### src/rtl/keypad_scanner.sv
// 4x4 matrix keypad scanner: drives a rotating one-hot column, debounces a single
// pressed key and reports it once per press-release cycle as {row_idx, col_idx}.
module keypad_scanner #(
   parameter int SCAN_DIV     = 100,
   parameter int DEBOUNCE_CNT = 1000
) (
   input  logic       clk,
   input  logic       nRst,
   input  logic [3:0] row,
   output logic [3:0] col,
   output logic [3:0] key_code,
   output logic       key_valid,
   output logic       key_held
);

   localparam int CW = $clog2(DEBOUNCE_CNT);
   localparam int DW = $clog2(SCAN_DIV);
   localparam logic [CW-1:0] CNT_TOP = CW'(DEBOUNCE_CNT - 1);
   localparam logic [DW-1:0] DIV_TOP = DW'(SCAN_DIV - 1);

   typedef enum logic [1:0] {SCAN, DEBOUNCE, PRESSED, RELEASE} state_t;

   state_t          state_q, state_d;
   logic [3:0]      rowMeta_q, rs_q;
   logic [3:0]      col_q, col_d;
   logic [DW-1:0]   div_q, div_d;
   logic [CW-1:0]   cnt_q, cnt_d;
   logic [3:0]      rowPat_q, rowPat_d;
   logic [3:0]      pend_q, pend_d;
   logic [3:0]      code_q, code_d;
   logic            valid_q, valid_d;
   logic [CW-1:0]   cntInc;
   logic [3:0]      colNext;

   function automatic logic [1:0] oneHotIndex(input logic [3:0] pat);
      case (pat)
         4'b1000: oneHotIndex = 2'd0;
         4'b0100: oneHotIndex = 2'd1;
         4'b0010: oneHotIndex = 2'd2;
         default: oneHotIndex = 2'd3;
      endcase
   endfunction

   always_ff @(posedge clk or negedge nRst) begin
      if (!nRst) begin
         rowMeta_q <= '0;
         rs_q      <= '0;
      end else begin
         rowMeta_q <= row;
         rs_q      <= rowMeta_q;
      end
   end

   always_ff @(posedge clk or negedge nRst) begin
      if (!nRst) begin
         state_q  <= SCAN;
         col_q    <= 4'b1000;
         div_q    <= '0;
         cnt_q    <= '0;
         rowPat_q <= '0;
         pend_q   <= '0;
         code_q   <= '0;
         valid_q  <= 1'b0;
      end else begin
         state_q  <= state_d;
         col_q    <= col_d;
         div_q    <= div_d;
         cnt_q    <= cnt_d;
         rowPat_q <= rowPat_d;
         pend_q   <= pend_d;
         code_q   <= code_d;
         valid_q  <= valid_d;
      end
   end

   assign cntInc  = cnt_q + CW'(1);
   assign colNext = {col_q[0], col_q[3:1]};

   // The counter exits its state on reaching CNT_TOP, so it can never wrap.
   always_comb begin
      state_d  = state_q;
      col_d    = col_q;
      div_d    = div_q;
      cnt_d    = cnt_q;
      rowPat_d = rowPat_q;
      pend_d   = pend_q;
      code_d   = code_q;
      valid_d  = 1'b0;
      case (state_q)
         SCAN: begin
            if (div_q == DIV_TOP) begin
               div_d = '0;
               if ($onehot(rs_q)) begin
                  rowPat_d = rs_q;
                  pend_d   = {oneHotIndex(rs_q), oneHotIndex(col_q)};
                  cnt_d    = '0;
                  state_d  = DEBOUNCE;
               end else begin
                  col_d = colNext;
               end
            end else begin
               div_d = div_q + DW'(1);
            end
         end
         DEBOUNCE: begin
            if (rs_q == rowPat_q) begin
               cnt_d = cntInc;
               if (cntInc == CNT_TOP) begin
                  state_d = PRESSED;
                  valid_d = 1'b1;
                  code_d  = pend_q;
               end
            end else begin
               state_d = SCAN;
               col_d   = colNext;
               cnt_d   = '0;
               div_d   = '0;
            end
         end
         PRESSED: begin
            if (rs_q == 4'b0000) begin
               state_d = RELEASE;
               cnt_d   = '0;
            end
         end
         default: begin
            if (rs_q == 4'b0000) begin
               cnt_d = cntInc;
               if (cntInc == CNT_TOP) begin
                  state_d = SCAN;
                  col_d   = colNext;
                  div_d   = '0;
                  cnt_d   = '0;
               end
            end else begin
               state_d = PRESSED;
               cnt_d   = '0;
            end
         end
      endcase
   end

   assign col       = col_q;
   assign key_code  = code_q;
   assign key_valid = valid_q;
   assign key_held  = (state_q == PRESSED) || (state_q == RELEASE);

endmodule

### config.mk
export PLATFORM = sky130hd
export DESIGN_NAME = keypad_scanner
export DESIGN_NICKNAME = d
export VERILOG_FILES = /design/src/rtl/keypad_scanner.sv
export SDC_FILE = /design/constraint.sdc
export NUM_CORES = 1
export LEC_CHECK = 0
export ABC_AREA = 1
export BUFFER_PORTS_ARGS = -buffer_cell sky130_fd_sc_hd__buf_2
export CORE_MARGIN = 2
export CORE_UTILIZATION = 46
export CTS_CLUSTER_SIZE = 20
export DETAILED_ROUTE_END_ITERATION = 7
export SYNTH_ARGS = -nofsm -noshare
export SYNTH_HDL_FRONTEND = slang
export SYNTH_SLANG_ARGS = --single-unit
### constraint.sdc
create_clock -name clk -period 4.92 [get_ports clk]
set_clock_uncertainty 0.05 [all_clocks]
set_input_delay 0.492 -clock clk [delete_from_list [all_inputs] [get_ports clk]]
set_output_delay 0.492 -clock clk [all_outputs]
set_load 0.005 [all_outputs]
Yosys cells after proc, flatten, opt, wreduce, memory -nomap -nowiden

Cells that the tools add are included.

Output and inout bits: 10
Flip-flop bits (word level): 44
Word-level logic and storage cells: 78
Input port bits: 6

Equal/unequal tests: 20
Multiplexer cells: 31
Reduce and logical (&&, ||, !) cells: 11
$add $sub $neg: 5
Bitwise operators: 1

Operator list:

| operator                                               | count |
|---|---|
| 2-to-1 mux 10 bit                                      | 6 |
| one-hot mux 10 bit (3 select lines)                    | 1 |
| 2-to-1 mux 7 bit                                       | 4 |
| one-hot mux 7 bit (3 select lines)                     | 1 |
| 2-to-1 mux 4 bit                                       | 5 |
| one-hot mux 2 bit (3 select lines)                     | 3 |
| 2-to-1 mux 2 bit                                       | 7 |
| one-hot mux 4 bit (3 select lines)                     | 1 |
| adder 10 x 1 -> 10 bit (second input constant)         | 1 |
| == test 10 bit (second input constant)                 | 1 |
| inequality test 2 bit (second input constant)          | 5 |
| AND reduction 3 bit                                    | 3 |
| == test 4 x 2 -> 1 bit (second input constant)         | 2 |
| == test 4 x 3 -> 1 bit (second input constant)         | 2 |
| == test 4 bit (second input constant)                  | 2 |
| adder 7 x 1 -> 7 bit (second input constant)           | 1 |
| == test 7 bit (second input constant)                  | 1 |
| AND reduction 6 bit                                    | 1 |
| nonzero test 3 bit                                     | 2 |
| inequality test 5 x 2 -> 1 bit (second input constant) | 1 |
| AND reduction 5 bit                                    | 1 |
| adder 1 x 1 -> 2 bit                                   | 2 |
| == test 2 bit (second input constant)                  | 2 |
| == test 4 bit                                          | 1 |
| 10 further kinds                                       | 12 |

Logic depth before layout (Yosys ltp)

Depth after elaboration: 6
Depth in mapped cells: 14

Worst setup path before layout

Ideal clock, no wire load.

Kind: register -> register
Start point: register rs_q[0]
End point: register pend_q[3]
Arrival time: 2.228 ns
Required time: 4.749 ns
Stages on the path, launching flop included: 15
Setup time: 0.121 ns
Path slack: 2.521 ns
Path through: dfrtp_1 -> inv_1 -> fa_1 -> inv_1 -> ha_1 -> ha_1 -> nor2_1 -> nand2_1 -> nor2_1 -> nand2_1 -> clkbuf_1 -> nor2_1 -> nor2_1 -> nor3_1 -> nor2_1

Cells in the longest elaborated chain, start to end: 4
Elaborated cells between the ends (all ways): 8
Those cells by class: 2 x add/sub; 4 x eq/ne; 1 x mux; 1 x reduce/logical

Ends and longest elaborated chain:

| element                                    | line | RTL |
|---|---|---|
| start, declared                            | 24   | `logic [3:0] rowMeta_q, rs_q;` |
| start signal, assigned                     | 50   | `rs_q <= rowMeta_q;` |
| adder 1 x 1 -> 2 bit (not written as such) | 93   | `if ($onehot(rs_q)) begin` |
| adder 2 x 2 -> 3 bit (not written as such) | 93   |  |
| == test 3 x 1 -> 1 bit                     | 93   |  |
| AND reduction 3 bit (no line)              | -    |  |
| end signal, assigned                       | 70   | `pend_q <= pend_d;` |
| end, declared                              | 29   | `logic [3:0] pend_q, pend_d;` |

Parallel ways exist; a longest one is shown, timed or not.
A chain may end at the register's enable or synchronous reset.

Worst setup path in the final report

Start point: register rs_q[0]
End point: register cnt_q[9]

Cells in the longest elaborated chain, start to end: 5
Elaborated cells between the ends (all ways): 11
Those cells by class: 2 x add/sub; 4 x eq/ne; 3 x mux; 2 x reduce/logical

Ends and longest elaborated chain:

| element                                    | line | RTL |
|---|---|---|
| adder 1 x 1 -> 2 bit (not written as such) | 93   |  |
| adder 2 x 2 -> 3 bit (not written as such) | 93   |  |
| == test 3 x 1 -> 1 bit                     | 93   |  |
| inequality test 2 bit (no line)            | -    |  |
| AND reduction 3 bit (no line)              | -    |  |
| end signal, assigned                       | 68   | `cnt_q <= cnt_d;` |
| end, declared                              | 27   | `logic [CW-1:0] cnt_q, cnt_d;` |

Parallel ways exist; a longest one is shown, timed or not.

==> metrics.cfg <==
[pwr]
ir_worst_vdd_uv=194
p_int_mw=0.485
netSwitchingPower_mw=0.138
p_clk_share_pct=37.7
cellPowerDensity_nw_per_um2=232
combPwrFrac_pct=3.5
seqPwrFrac_pct=58.8
p_leak_nw=1.46
netSwitchingFraction_pct=22.2

[synth]
synth_flop_cell=dfrtp_1
post-synth-top-area-cell=dfrtp_1
synth-edff-count=0
avgSynthCellArea_sq_um=7.89
async_flop_share_pct=100
synth_cell_types=33
synth_top_area_share_pct=44.0
synthMostInstantiatedCell=nand2_1
yosysSeqAreaShare_pct=45.0
ys_ff_latch=44
synthTopCellsByArea=dfrtp_1 44%, nand2_1 15%, inv_1 6.6%
syn_nets=328
yosysWarnings=0
synthTopCellsByCount=100 x nand2_1, 43 x dfrtp_1, 43 x inv_1
netlist_area_sq_um=2450
postSynthCellCount=310

[worst_setup_path]
crit_fanout=12
critPathSlowestCell=fa_1
cp-start-kind=flop
cp_data_required_time_ns=5.11
crit_path_frequent_cell=nand2_1
cp.arrival_ns=3.02
crit_type=reg -> reg
worst_setup_path_end_kind=flop
crit_family=adder cells
crit_chain=inv_1 > fa_1 > inv_1 > ha_1 > ha_1 > nor2_1 > nand2_1 > nand2_1 > nand3_1 > a21oi_2 > nand3_1 > nand2_1
cp_num_buf_inv=2
max_stage_delay_ns=0.54

[place]
io_buffer_count=15
dp_hpwl_um=3340
gp_congestion=0.820

[run]
maxCapViolCount=0

[sta]
maxSlewViolCount=0
relSlewSlack_pct=35.8
rsz0062_at_grt=false
tns_ns=0
fin_crit_sh_pct=57.7
fmax_ghz=0.352
finalSetupViolations=0
min_period_ns=2.84
tightest_slew_ns=0.963
hold_violations=0

[detailed_routing]
viasPerCell=4.79
routed_wl_um=4550
wire_per_inst_um=11.4
ant_nets=0
vias=1913
dr.pass1.iters=7
drcViolationCount=0
drt_iter0_drc=65

[global_route]
grt_pass1_wl_um=8290
gr-usage-all-layers_pct=17.5
grt-ovfl-total=0
grt_max_degree=45
grt_pass1_vias=1847
antenna_found_initial=0

[floorplanning]
start_util_pct=47.9
core_sq_um=5110
std_cell_rows=26
ios=16
die_area_sq_um=5920
die_y_um=76.9
fp.dieW_um=76.9

[finish]
fin_util_pct=52.6
final_net_count=346
drive_gt1_share_pct=14.6
num-fill-cells=522
multiInputGateArea_sq_um=1160
diodes=0
seq_area_sq_um=1100
layout-area-overhead-vs-synth_pct=9.71

[clock_tree]
htree_levels=2
path_clk_slew_ns=0.08
numCtsBuffers=5
cts_root_buffer=clkbuf_8
clockBufferDepth=2
clock-sinks=44
cts_tree=done
insertion_delay_ns=0.30
cts_setup_buffers=0
ctsHoldBuffers=0
ctsResizeCount=0

[worst_hold_path]
hold_path_class=in -> reg

[status]
status=finished, final reports clean

## registers in the layout (all words and copies together), names as in the netlist
| signal | count |
|---|---|
| rs_q | 4 |
| rowPat_q | 4 |
| key_valid | 1 |
| pend_q | 4 |
| div_q | 7 |
| rowMeta_q | 4 |
| state_q | 2 |
| col | 4 |
| key_code | 4 |
| cnt_q | 10 |
## per-stage QoR
stage	area, sq um	setup WS (ns)	total power [mW]	hold WS (ns)	cells
3_3_place_gp	2590	2.13	0.396	0.282	391
3_5_place_dp	2590	2.11	0.396	0.286	391
2_1_floorplan	2450	2.52	0.384	0.146	310
4_1_cts	2690	2.08	0.634	0.238	399
5_1_grt	2690	1.78	0.655	0.223	399
6_report	2690	2.08	0.623	0.252	399
## power groups by stage
stage	clock network (mW)	registers (mW)	logic, mW
finish	0.235	0.366	0.0220
global placement	0	0.373	0.0222
CTS	0.245	0.366	0.0228
global route	0.261	0.367	0.0270
detailed placement	0	0.374	0.0228
floorplan	0	0.373	0.0108
## logic make-up (layout without fill, tap and decap cells)
group | Yosys count | count (layout) | share of synthesized area (%)
flops | 44 | 44 | 45.0
compound gates | 27 | 27 | 7.41
buf+inv | 48 | 67 | 7.67
xor+xnor | 2 | 2 | 0.716
fa+ha+maj | 12 | 12 | 6.44
simple gates | 177 | 177 | 32.7
## layer usage
| layer | GRT usage (%) | share of wire, % | up-vias |
|---|---|---|---|
| li1 | - | - | 1009 |
| met2 | 30.2 | 48 | 31 |
| met4 | 4.36 | 0.66 | 0 |
| met5 | 0 | 0 | - |
| met3 | 4.59 | 2.9 | 4 |
| met1 | 21.9 | 48 | 869 |
## worst register-to-register path, stage by stage, from the launching register on
cell	delay, ns
dfrtp_1	0.32
inv_1	0.10
fa_1	0.54
inv_1	0.04
ha_1	0.18
ha_1	0.27
nor2_1	0.10
nand2_1	0.07
nand2_1	0.06
nand3_1	0.34
a21oi_2	0.49
nand3_1	0.14
nand2_1	0.07
## cell usage in the layout, fill, tap and decap left out, types with 5 or more instances in the layout
cell      instances
buf_2            15
clkbuf_8          6
dfrtp_1          43
ha_1             11
inv_1            43
nand2_1         100
nand3_1          23
nand4_1           9
nor2_1           24
nor2_2            5
o21ai_0          10
o21ai_2           7
## final timing paths
kind,start,end,slack [ns],cells past startpoint
max,rs_q[0],cnt_q[9],2.08,12
min,row[0],rowMeta_q[0],0.25,1
max reg2reg,rs_q[0],cnt_q[9],2.08,12
min reg2reg,rowMeta_q[2],rs_q[2],0.30,0
max in group asynchronous,nRst,col[2],3.92,1
min in group asynchronous,nRst,key_code[1],0.29,1
## layout make-up
class	count	area share [%]
tap	70	3.26
multi-input combinational	218	43.1
timing repair buffer	15	2.80
clock buffer	6	3.08
inverter	44	6.15
clock inverter	2	0.559
sequential	44	41.1
Power figures use the tool's default switching activity.
